===== src/rtl/display_scan_ctrl.sv =====
`timescale 1ns/1ps
// Purpose : scan controller and load scheduler for a 4-digit multiplexed 7-seg display.
// Latency : display_out is registered, one cycle behind sel/active/dir/blank_lz; loads commit at frame boundaries.
// Backpr. : load_ready = !pending_valid; a second load stalls until the pending value commits.
//
// Ports:
//    CLK, RST_N   clock (rising edge) and asynchronous active-low reset
//    enable       1 = scan, 0 = dark (counters held at zero, pending still commits)
//    dir          0 = slot k drives anode bit 3-k, 1 = slot k drives anode bit k
//    blank_lz     1 = blank leading zero digits (slot 3 always shown)
//    load_valid / load_ready / load_data   16-bit hex value handshake, [15:12] most significant
//    frame_done   one-cycle pulse after each frame boundary
//    display_out  {anode[3:0], seg[6:0]}, all active-low, seg a..g = [6]..[0]

module display_scan_ctrl #(
   parameter int T1MS = 50000
) (
   input  logic        CLK,
   input  logic        RST_N,
   input  logic        enable,
   input  logic        dir,
   input  logic        blank_lz,
   input  logic        load_valid,
   output logic        load_ready,
   input  logic [15:0] load_data,
   output logic        frame_done,
   output logic [10:0] display_out
);

   localparam int             CW      = (T1MS > 1) ? $clog2(T1MS) : 1;
   localparam logic [CW-1:0]  CNT_MAX = CW'(T1MS - 1);
   localparam logic [10:0]    DARK_W  = 11'h7FF;

   // slot timer and digit select
   logic [CW-1:0] count;
   logic [1:0]    sel;

   // double buffer: active is what is shown, pending waits for a frame boundary
   logic [15:0]   active;
   logic [15:0]   pending;
   logic          pending_valid;

   logic          tick;
   logic          boundary;
   logic          xfer;

   logic [3:0]    nibble;
   logic          lz_blank;
   logic [1:0]    an_idx;
   logic [3:0]    anode_n;
   logic [6:0]    seg_n;
   logic [10:0]   disp_next;

   // ------------------------------------------------------------------
   // Hex to active-low segment pattern, bit 6 = a ... bit 0 = g
   // ------------------------------------------------------------------
   function automatic logic [6:0] hex_to_seg(input logic [3:0] h);
      logic [6:0] s;
      case (h)
         4'h0:    s = 7'b0000001;
         4'h1:    s = 7'b1001111;
         4'h2:    s = 7'b0010010;
         4'h3:    s = 7'b0000110;
         4'h4:    s = 7'b1001100;
         4'h5:    s = 7'b0100100;
         4'h6:    s = 7'b0100000;
         4'h7:    s = 7'b0001111;
         4'h8:    s = 7'b0000000;
         4'h9:    s = 7'b0000100;
         4'hA:    s = 7'b0001000;
         4'hB:    s = 7'b1100000;
         4'hC:    s = 7'b0110001;
         4'hD:    s = 7'b1000010;
         4'hE:    s = 7'b0110000;
         default: s = 7'b0111000;
      endcase
      return s;
   endfunction

   assign tick       = (count == CNT_MAX);
   assign boundary   = tick && (sel == 2'd3);
   assign load_ready = !pending_valid;
   // A load can only land while nothing is pending, so it never races a commit.
   assign xfer       = load_valid && !pending_valid;

   // ------------------------------------------------------------------
   // Next display word from the current slot
   // ------------------------------------------------------------------
   always_comb begin
      nibble   = 4'h0;
      lz_blank = 1'b0;
      case (sel)
         2'd0: begin
            nibble   = active[15:12];
            lz_blank = (active[15:12] == 4'h0);
         end
         2'd1: begin
            nibble   = active[11:8];
            lz_blank = (active[15:8] == 8'h00);
         end
         2'd2: begin
            nibble   = active[7:4];
            lz_blank = (active[15:4] == 12'h000);
         end
         default: begin
            // least significant digit is always lit so zero reads "0"
            nibble   = active[3:0];
            lz_blank = 1'b0;
         end
      endcase
   end

   always_comb begin
      an_idx    = dir ? sel : (2'd3 - sel);
      anode_n   = ~(4'b0001 << an_idx);
      seg_n     = hex_to_seg(nibble);
      disp_next = (blank_lz && lz_blank) ? DARK_W : {anode_n, seg_n};
   end

   // ------------------------------------------------------------------
   // Scan state, double buffer and registered outputs
   // ------------------------------------------------------------------
   always_ff @(posedge CLK or negedge RST_N) begin
      if (!RST_N) begin
         count         <= '0;
         sel           <= 2'd0;
         active        <= 16'h0000;
         pending       <= 16'h0000;
         pending_valid <= 1'b0;
         frame_done    <= 1'b0;
         display_out   <= DARK_W;
      end else begin
         if (enable) begin
            if (tick) begin
               count <= '0;
               sel   <= sel + 2'd1;
            end else begin
               count <= count + 1'b1;
            end
            frame_done  <= boundary;
            display_out <= disp_next;
         end else begin
            // dark: hold the scan at the start of a frame so re-enable shows slot 0 first
            count       <= '0;
            sel         <= 2'd0;
            frame_done  <= 1'b0;
            display_out <= DARK_W;
         end

         // Commit at a frame boundary, or at once while dark since nothing is visible.
         if (pending_valid && (!enable || boundary)) begin
            active        <= pending;
            pending_valid <= 1'b0;
         end else if (xfer) begin
            pending       <= load_data;
            pending_valid <= 1'b1;
         end
      end
   end

endmodule


===== config.mk =====
export PLATFORM = sky130hd
export DESIGN_NAME = display_scan_ctrl
export DESIGN_NICKNAME = d
export VERILOG_FILES = /design/src/rtl/display_scan_ctrl.sv
export SDC_FILE = /design/constraint.sdc
export NUM_CORES = 1
export LEC_CHECK = 0
export ABC_AREA = 1
export CAP_MARGIN = 20
export CORE_ASPECT_RATIO = 2
export CORE_UTILIZATION = 53
export CTS_BUF_LIST = sky130_fd_sc_hd__clkbuf_8
export CTS_CLUSTER_SIZE = 24
export DETAILED_ROUTE_END_ITERATION = 10
export PLACE_DENSITY = 0.89
export SYNTH_ARGS = -nofsm -noshare
export SYNTH_HDL_FRONTEND = slang
export SYNTH_SLANG_ARGS = --single-unit

===== constraint.sdc =====
create_clock -name CLK -period 1.95 [get_ports CLK]
set_input_delay 0.2925 -clock CLK [delete_from_list [all_inputs] [get_ports CLK]]
set_output_delay 0.2925 -clock CLK [all_outputs]
set_load 0.05 [all_outputs]

==> reports/metrics.cfg <==
[route]
num_vias = 2613
drc = 4
via_per_inst = 5.399
dr.pass1.iters = 7
routed_wl_um = 6883
ant_nets = 0
wl_per_cell_um = 14.22
drtIter0Drc = 95

[floorplanning]
io_pins = 35
die_y_um = 111.8
start_util = 0.5548
dieArea_um2 = 6360
core_um2 = 5758
die-width_um = 56.90
fp-row-count = 39

[synthesis]
netlist_instances = 368
synth-seq-cells = 63
synth_area_per_cell_um2 = 8.680
async_reset_ff_frac = 1.000
synthTopCellsByArea = dfrtp_1 (41%), nand2_1 (13%), dfstp_2 (9.0%)
yosys_warnings = 0
synth_common_cells = nand2_1 (112), dfrtp_1 (52), nor2_1 (45)
synth_area_leader_cell = dfrtp_1
syn_nets = 402
yosysSeqAreaShare = 0.4978
synth-edff-count = 0
synth_most_common_cell = nand2_1
yosysTopAreaCellShare = 0.4074
synth_area_um2 = 3194
yosysUniqueCellTypes = 37
synth_flop_cell = dfrtp_1

[final_layout]
diodes = 0
nets = 453
drive_gt1_frac = 0.2057
syn_to_final_growth_pct = 24.13

[sta]
tns_ns = 0
skew_ns = 0.009364
finalCriticalPeriod_ns = 1.893
finalHoldViolCount = 0
maxSlewHeadroom = 0.6468
report.final.setup_viol = 0
finalMaxSlewViolations = 0
worst_pin_slew_ns = 0.5299
finalCritPeriodShare = 0.9709
rsz0062_at_grt = yes
fmax_mhz = 528.2

[global_route]
gr-total-overflow = 0
grt_first_pass_wirelength_um = 11040
grt_max_degree = 42
grt_pass1_vias = 2526
grt_use_total = 0.2281
antenna_found_initial = 0

[setup_path]
critPathLaunchType = flop
crit_top_cell = nand2_1
crit_fanout = 5
critPathKind = flop to flop
cp_data_arrival_time_ns = 2.18
crit_slowest_cell = dfrtp_2
reg2reg_from = sel[1]
rrSetupSlack_ns = 0.06
worstSetupPathDepth = 13
cp.buffers_inverters = 4
crit_family = simple AND/OR/NAND/NOR gates
path_cells = inv_2 > ha_4 > nand2_1 > nand2_1 > o21ai_2 > buf_4 > ha_2 > inv_1 > nand3_1 > nand3_1 > nand2_1 > inv_1 > nand2_1
cp-end-kind = flop
r2r_cells = 13
max_stage_delay_ns = 0.45
r2r_end = display_out[6]
required_ns = 2.23

[pwr]
ir_worst_vdd_mv = 0.8085
p_leak_nw = 1.932
pwr_density_cell_nw_per_um2 = 1174
power_mw = 4.657

[clock_network]
numCtsBuffers = 9
cts_max_level = 3
clock_latency_ns = 0.35
clock_path_buffers = 2
cts.clk_slew.worst_paths_ns = 0.06
cts_root_buf = clkbuf_8
cts_tree = done
clkSinkCount = 63

[worst_hold_path]
min_path_type = input pin to async pin

[run]
drv_cap = 0

[status]
run_status = finished, violations left
violations = design-rule violations

[placed_design]
port-buffer-count = 34
gp_congestion = 0.8824
hpwl_um = 4508

-- stage by stage --
stage / hold slack, ns / setup WS (ns) / std cells / area (µm²) / utilization
floorplan: -0.003091 / 0.01474 / 368 / 3194 / -
global placement: 0.2917 / 0.06708 / 464 / 3615 / 0.6278
detailed placement: 0.3008 / -0.02829 / 464 / 3615 / 0.6278
CTS: 0.4581 / 0.0009335 / 482 / 3887 / 0.6751
global route: 0.4720 / -0.1002 / 484 / 3965 / 0.6886
finish: 0.4498 / 0.05681 / 484 / 3965 / 0.6886
-- logic make-up (layout without fill, tap and decap cells) --
logic type               Yosys count  after routing  share of synthesized area
XOR/XNOR                           7              7                    0.01919
flip-flops                        63             63                     0.4978
multiplexers                      16             16                    0.05640
AND/OR/NAND/NOR                  213            213                     0.2930
AO/OA/AOI/OAI                     17             17                    0.03291
buffers and inverters             40             95                    0.05366
adder cells (fa/ha/maj)           12             12                    0.04700
-- cell usage in the layout, fill, tap and decap left out, types with 2 or more instances in the layout --
cell type / n
nand2_1: 112
dfrtp_1: 50
nor2_1: 44
nand3_1: 36
inv_1: 27
clkdlybuf4s50_1: 21
mux2_2: 13
buf_4: 12
clkbuf_8: 11
dfstp_2: 11
inv_2: 7
ha_1: 7
xor2_1: 6
a21oi_1: 5
nor3_1: 4
o21ai_0: 4
nand2_2: 4
dlygate4sd2_1: 4
dlymetal6s2s_1: 4
nor2_2: 3
mux2_1: 3
ha_4: 3
bufinv_16: 3
o21ai_2: 2
a21oi_2: 2
nor2_4: 2
ha_2: 2
dfrtp_2: 2
-- area by class of cell --
| type | instances | area [µm²] |
|---|---|---|
| clock inverter | 4 | 93.84 |
| timing repair buffer | 45 | 431.7 |
| multi-input combinational | 265 | 1484 |
| clock buffer | 11 | 151.4 |
| inverter | 35 | 135.1 |
| tap | 61 | 76.32 |
| fill | 408 | 1793 |
| sequential | 63 | 1593 |
-- metal layers --
metal,wire length [µm],GRT usage
met5,0,0
met1,2475,0.2225
met4,272,0.1317
met2,3847,0.4125
met3,288,0.06388
-- worst reg2reg max path, stage by stage (launching register included) --
cell	delay, ns
dfrtp_2	0.45
inv_2	0.10
ha_4	0.19
nand2_1	0.07
nand2_1	0.09
o21ai_2	0.17
buf_4	0.17
ha_2	0.21
inv_1	0.05
nand3_1	0.10
nand3_1	0.08
nand2_1	0.07
inv_1	0.04
nand2_1	0.05
-- power by group --
group	internal (mW)	switching [mW]	total, mW
Clock	0.907	0.481	1.39
Sequential	1.62	0.181	1.80
Combinational	0.555	0.915	1.47
-- flip-flops by register name, summed over array words and instances, names as in the netlist --
register and flops:
sel 2, count 16, display_out 11, pending_valid 1, frame_done 1, pending 16
active 16
-- repair_timing --
action / CTS / global route
endpoints found under the setup margin: 7 / 11
pin swaps: 0 / 6
resized for setup: 7 / 19
buffers inserted: 2 / 2
hold buffers: 1 / 0
endpoints found under the hold margin: 11 / 0
-- worst max path at each step --
stage                    startpoint              end  slack, ns
finish                       sel[1]   display_out[6]       0.06
global route                 sel[1]   display_out[3]      -0.10
CTS                 display_out[10]  display_out[10]     0.0009
detailed placement           sel[0]   display_out[6]      -0.03
global placement             sel[0]   display_out[6]       0.07
floorplan                    sel[0]   display_out[3]       0.01
Note: power is estimated with default switching activity, not from simulation.
